### src/rtl/kbd_ctrl.sv
// PS/2 keyboard receiver with a 16-entry scancode FIFO behind a two-register read window.
// Latency: a byte is readable one cycle after the filtered stop-bit sample; reads are combinational.
// Backpressure: none toward the keyboard; a full FIFO drops new bytes and sets sticky ovf.
module kbd_ctrl #(
    parameter int FIFO_AW    = 4,
    parameter int FILTER_LEN = 8,
    parameter int TIMEOUT    = 20000
) (
    input  logic        clk,
    input  logic        rst,
    input  logic        ps2_clk,
    input  logic        ps2_data,
    input  logic        sel,
    input  logic        rd,
    input  logic        addr,
    output logic [31:0] data_out,
    output logic        irq
);

    localparam int FW    = $clog2(FILTER_LEN + 1);
    localparam int TW    = $clog2(TIMEOUT + 1);
    localparam int DEPTH = 2 ** FIFO_AW;

    localparam logic [FW-1:0]      FMAX    = FW'(FILTER_LEN - 1);
    localparam logic [TW-1:0]      TMAX    = TW'(TIMEOUT - 1);
    localparam logic [TW-1:0]      TONE    = TW'(1);
    localparam logic [FW-1:0]      FONE    = FW'(1);
    localparam logic [FIFO_AW-1:0] PTR_ONE = FIFO_AW'(1);
    localparam logic [FIFO_AW:0]   CNT_ONE = (FIFO_AW + 1)'(1);
    localparam logic [FIFO_AW:0]   CNT_FULL = (FIFO_AW + 1)'(DEPTH);

    typedef enum logic [1:0] {IDLE, DATA, PARITY, STOP} state_t;

    logic              clk_s1, clk_s2, dat_s1, dat_s2;
    logic              filt_clk;
    logic [FW-1:0]     filt_cnt;
    logic              fall;

    state_t            state;
    logic [2:0]        bit_cnt;
    logic [7:0]        shift_q;
    logic              par_bit;
    logic [TW-1:0]     tmo_cnt;
    logic              tmo_hit;
    logic              frame_ok;
    logic              push;
    logic              perr_set;

    logic [7:0]        mem [DEPTH];
    logic [FIFO_AW-1:0] wr_ptr, rd_ptr;
    logic [FIFO_AW:0]  count;
    logic              ovf, perr;
    logic              full, pop, stat_rd, do_push;
    logic [4:0]        cnt5;

    // Two-flop synchronizers for both raw PS/2 lines; idle bus level is high.
    always_ff @(posedge clk or posedge rst) begin
        if (rst) begin
            clk_s1 <= 1'b1;
            clk_s2 <= 1'b1;
            dat_s1 <= 1'b1;
            dat_s2 <= 1'b1;
        end else begin
            clk_s1 <= ps2_clk;
            clk_s2 <= clk_s1;
            dat_s1 <= ps2_data;
            dat_s2 <= dat_s1;
        end
    end

    // Filtered clock flips only after the synchronized clock holds the opposite level FILTER_LEN cycles.
    always_ff @(posedge clk or posedge rst) begin
        if (rst) begin
            filt_clk <= 1'b1;
            filt_cnt <= '0;
        end else if (clk_s2 == filt_clk) begin
            filt_cnt <= '0;
        end else if (filt_cnt == FMAX) begin
            filt_clk <= clk_s2;
            filt_cnt <= '0;
        end else begin
            filt_cnt <= filt_cnt + FONE;
        end
    end

    // The cycle in which the filtered clock goes 1->0 is the sample event; data is taken alongside it.
    assign fall     = filt_clk && !clk_s2 && (filt_cnt == FMAX);
    assign tmo_hit  = (state != IDLE) && !fall && (tmo_cnt == TMAX);
    assign frame_ok = dat_s2 && (^{shift_q, par_bit});
    assign push     = fall && (state == STOP) && frame_ok;
    assign perr_set = (fall && (state == STOP) && !frame_ok) || tmo_hit;

    // Frame decoder: start, 8 data bits LSB first, odd parity, stop; stalls abort after TIMEOUT cycles.
    always_ff @(posedge clk or posedge rst) begin
        if (rst) begin
            state   <= IDLE;
            bit_cnt <= '0;
            shift_q <= '0;
            par_bit <= 1'b0;
            tmo_cnt <= '0;
        end else if (tmo_hit) begin
            state   <= IDLE;
            bit_cnt <= '0;
            tmo_cnt <= '0;
        end else begin
            if (state == IDLE || fall) tmo_cnt <= '0;
            else                       tmo_cnt <= tmo_cnt + TONE;
            if (fall) begin
                case (state)
                    IDLE: begin
                        if (!dat_s2) begin
                            state   <= DATA;
                            bit_cnt <= '0;
                        end
                    end
                    DATA: begin
                        shift_q <= {dat_s2, shift_q[7:1]};
                        if (bit_cnt == 3'd7) state <= PARITY;
                        else                 bit_cnt <= bit_cnt + 3'd1;
                    end
                    PARITY: begin
                        par_bit <= dat_s2;
                        state   <= STOP;
                    end
                    STOP: begin
                        state   <= IDLE;
                        bit_cnt <= '0;
                    end
                    default: state <= IDLE;
                endcase
            end
        end
    end

    assign full    = (count == CNT_FULL);
    assign pop     = sel && rd && !addr && (count != '0);
    assign stat_rd = sel && rd && addr;
    // On a full FIFO a push is only accepted when a pop frees the head slot at the same edge.
    assign do_push = push && (!full || pop);

    // FIFO storage; the write slot is never the one being read unless that slot is popped this edge.
    always_ff @(posedge clk) begin
        if (do_push) mem[wr_ptr] <= shift_q;
    end

    // FIFO pointers, occupancy and sticky status flags (a new set beats a clearing status read).
    always_ff @(posedge clk or posedge rst) begin
        if (rst) begin
            wr_ptr <= '0;
            rd_ptr <= '0;
            count  <= '0;
            ovf    <= 1'b0;
            perr   <= 1'b0;
        end else begin
            if (do_push) wr_ptr <= wr_ptr + PTR_ONE;
            if (pop)     rd_ptr <= rd_ptr + PTR_ONE;
            if (do_push && !pop)      count <= count + CNT_ONE;
            else if (!do_push && pop) count <= count - CNT_ONE;

            if (push && full && !pop) ovf <= 1'b1;
            else if (stat_rd)         ovf <= 1'b0;

            if (perr_set)     perr <= 1'b1;
            else if (stat_rd) perr <= 1'b0;
        end
    end

    assign cnt5 = 5'(count);
    assign irq  = (count != '0);

    // Read mux: DATA shows the head byte with a valid flag, STATUS shows count and sticky flags.
    always_comb begin
        data_out = 32'h0;
        if (sel) begin
            if (addr)             data_out = {16'd0, 3'd0, cnt5, 6'd0, ovf, perr};
            else if (count != '0) data_out = {23'd0, 1'b1, mem[rd_ptr]};
        end
    end

endmodule

### config.mk
export PLATFORM = sky130hd
export DESIGN_NAME = kbd_ctrl
export DESIGN_NICKNAME = d
export VERILOG_FILES = /design/src/rtl/kbd_ctrl.sv
export SDC_FILE = /design/constraint.sdc
export NUM_CORES = 1
export LEC_CHECK = 0
export ABC_CLOCK_PERIOD_IN_PS = 4600
export BUFFER_PORTS_ARGS = -buffer_cell sky130_fd_sc_hd__buf_4
export CAP_MARGIN = 30
export CELL_PAD_IN_SITES_DETAIL_PLACEMENT = 0
export CELL_PAD_IN_SITES_GLOBAL_PLACEMENT = 1
export CORE_MARGIN = 8
export CORE_UTILIZATION = 50
export CTS_CLUSTER_DIAMETER = 80
export DETAILED_ROUTE_END_ITERATION = 8
export PLACE_DENSITY = 0.85
export RECOVER_POWER = 100
export SYNTH_ARGS = -nofsm -noshare
export SYNTH_HDL_FRONTEND = slang
export SYNTH_SLANG_ARGS = --single-unit
### constraint.sdc
create_clock -name clk -period 4.6 [get_ports clk]
set_input_delay 1.38 -clock clk [delete_from_list [all_inputs] [get_ports clk]]
set_output_delay 1.38 -clock clk [all_outputs]
set_load 0.05 [all_outputs]
==> flow_summary.json <==
{
  "power_frac_seq_pct": 48.0,
  "die_h_um": 141,
  "syn-instance-count": 487,
  "synth_mux_area_share_pct": 12.4,
  "antenna_found_initial": 0,
  "syn_avg_cell_area_um2": 16.2,
  "insertion_delay_ps": 440,
  "track_usage_pct": 15.8,
  "end_kind": "output pin",
  "hold_end": "clk_s2",
  "setup_viol": 0,
  "worst_pin_slew_ps": 1540,
  "chipWidth_um": 141,
  "ctsLongestPathBuffers": 2,
  "nFillCells": 1257,
  "min_from": "clk_s1",
  "grt-ovfl-total": 0,
  "whs_ps": 356,
  "yosysSeqAreaShare_pct": 65.7,
  "fin_crit_ps": 4210,
  "dr.pass1.iters": 4,
  "rows": 46,
  "cts.sinks": 181,
  "synth_compound_area_share_pct": 3.02,
  "wirelength_um": 14400,
  "grt_first_pass_wirelength_um": 23900,
  "status": "finished, violations left",
  "p_leak_uw": 0.00332,
  "drc_errors": 0,
  "post-dp-hpwl_um": 9600,
  "ys.flop_type": "edfxtp_1",
  "synth_xor_area_share_pct": 3.92,
  "cts_tree": "yes",
  "routedWlPerCell_um": 19.4,
  "combPwrFrac_pct": 16.0,
  "ant_nets": 0,
  "synthAdderAreaFrac_pct": 3.11,
  "fin_area_um2": 8730,
  "start_util_pct": 50.3,
  "period_share_pct": 91.4,
  "drt_first_iter_violations": 302,
  "numCtsBuffers": 17,
  "fin_setup_tns_ps": 0,
  "rsz0062_at_grt": "false",
  "max_cap_viol_count": 1,
  "switching_share_pct": 28.3,
  "synth_edf_count": 128,
  "critical_path_class": "reg -> out",
  "slew_violations": 30,
  "via_per_inst": 5.55,
  "synth_area_um2": 7870,
  "max_freq_mhz": 238,
  "finalPower_uw": 4030,
  "cts_root_buf": "clkbuf_16",
  "required_ps": 3220,
  "design.die.area_um2": 20000,
  "r2r_slack_ps": 900,
  "p_int_uw": 2890,
  "finalHoldViolCount": 0,
  "whs_path_depth": 0,
  "ys_warn_count": 0,
  "cp.arrival_ps": 2830,
  "ioPinCount": 40,
  "min_path_type": "reg -> reg",
  "power.switching_uw": 1140,
  "area_growth_pct": 10.9,
  "reg2regPathDepth": 7,
  "hold_buffers": 0,
  "synth_top_family_by_area": "multiplexers",
  "nets": 540,
  "start_kind": "flop",
  "synth-simple-area-share_pct": 7.90,
  "n_antenna_cell": 0,
  "r2r_start": "shift_q[6]",
  "vias": 4115,
  "clock_skew_ps": 24.4,
  "h-tree-depth": 4,
  "yosysUniqueCellTypes": 45,
  "grt_max_degree": 30,
  "clk_pin_slew_worst_paths_ps": 70,
  "post_dp_cell_area_um2": 8170,
  "rr_endpoint": "mem[0][1]",
  "crit_fanout": 20,
  "post_cts_buffers": 0,
  "io_buffers": 20,
  "cts_resized": 0,
  "ir_drop_uv": 291,
  "violations": "capacitance limit, slew limit",
  "relSlewSlack_pct": -2.68,
  "drive_gt1_share_pct": 19.4,
  "fin_util_pct": 55.8,
  "coreArea_um2": 15700,
  "synth-async-reset-ratio_pct": 29.3,
  "p_clk_share_pct": 36.1,
  "power_density_nw_per_um2": 462,
  "yosys_register_bits": 181,
  "first_global_vias": 4377,
  "gp_congestion": 0.822
}
[per-stage QoR]
stage	setup slack [ps]	std cells
floorplan	244	505
global placement	777	710
detailed placement	666	710
CTS	352	741
global route	244	742
finish	395	742
[final cells by class]
type	instances	area (um2)	share of cell area, %
clock buffer	17	425	4.87
inverter	14	52.6	0.602
sequential	181	5180	59.3
tap	216	270	3.10
timing repair buffer	29	183	2.09
clock inverter	14	166	1.91
multi-input combinational	271	2460	28.1
[worst max-delay path, stage by stage, from the launching register on]
cell      delay [ps]
dfrtp_2          780
mux4_2           620
mux2_2           270
o21ai_0          320
o21ai_0          130
clkbuf_2         260
[flip-flops by register name, summed over array words and instances (netlist names), 2 cells and up]
signal and cells:
bit_cnt 3, cnt5 5, filt_cnt 4, mem 128, rd_ptr 4, shift_q 8
state 2, tmo_cnt 15, wr_ptr 4
[cell usage after synthesis (2+ instances only)]
library cell,number,area (um2)
edfxtp_1,128,3840
dfrtp_1,48,1200
mux4_2,32,721
nor2_1,23,86.3
buf_4,21,158
nand2_1,19,71.3
xnor2_1,19,166
ha_1,18,225
inv_1,14,52.6
mux2_2,14,158
a211oi_1,13,97.6
nand3_1,12,60.1
and3_1,10,62.6
clkbuf_1,10,37.5
mux2i_1,10,100
xor2_1,10,87.6
and4b_1,9,90.1
nand4_1,9,56.3
o21ai_0,9,45.0
nor2b_1,7,43.8
a21oi_1,6,30.0
nor3_1,6,30.0
dfstp_2,5,131
and4_1,4,35.0
a21o_1,3,22.5
buf_2,3,15.0
nand2b_1,3,18.8
and4bb_1,2,25.0
buf_1,2,7.51
nor4_1,2,12.5
xnor2_2,2,32.5
[worst max-delay path by stage]
| stage | slack, ps | startpoint | to | depth (start not counted) |
|---|---|---|---|---|
| 3_5_place_dp | 670 | addr | data_out[7] | 5 |
| 3_3_place_gp | 780 | addr | data_out[2] | 5 |
| 2_1_floorplan | 240 | addr | data_out[2] | 4 |
| 6_report | 390 | rd_ptr[0] | data_out[1] | 5 |
| 4_1_cts | 350 | rd_ptr[1] | data_out[1] | 5 |
| 5_1_grt | 240 | rd_ptr[0] | data_out[7] | 5 |
[power by group through the flow]
stage / Clock [uW] / Combinational [uW] / Sequential, uW
after CTS: 1490 / 610 / 1970
after floorplan: 0 / 597 / 1850
final: 1450 / 643 / 1930
after detailed placement: 0 / 609 / 2000
after global routing: 1560 / 704 / 1950
after global placement: 0 / 596 / 2000
[cells in the final DEF (no fill, tap or decap), types with 5 or more instances in the layout]
master     count
nor2b_1        7
clkbuf_16     17
mux4_2        32
clkbuf_2       7
nor2_1        23
o21ai_0        9
mux2_2        14
xnor2_1       20
and3_1        10
inv_1         14
dfrtp_1       47
a211oi_1      13
conb_1        19
inv_6          5
nand2_1       19
and4b_1        9
buf_4          8
nand4_1        9
nor3_1         6
mux2i_1       10
dfstp_2        5
clkbuf_1      10
ha_1          18
a21oi_1        6
xor2_1        10
edfxtp_1     128
nand3_1       12
[logic make-up after synthesis]
kind of cell / Yosys count
flops: 181
simple gates: 109
mux: 56
buf+inv: 53
compound gates: 36
xor+xnor: 32
fa+ha+maj: 19
other cells: 1
[per-layer routing]
layer	wire (um)	global-route usage (%)
met5	0	0
met4	136	5.77
met3	728	4.20
met2	7340	25.6
met1	6180	20.1
Power figures use the tool's default switching activity.
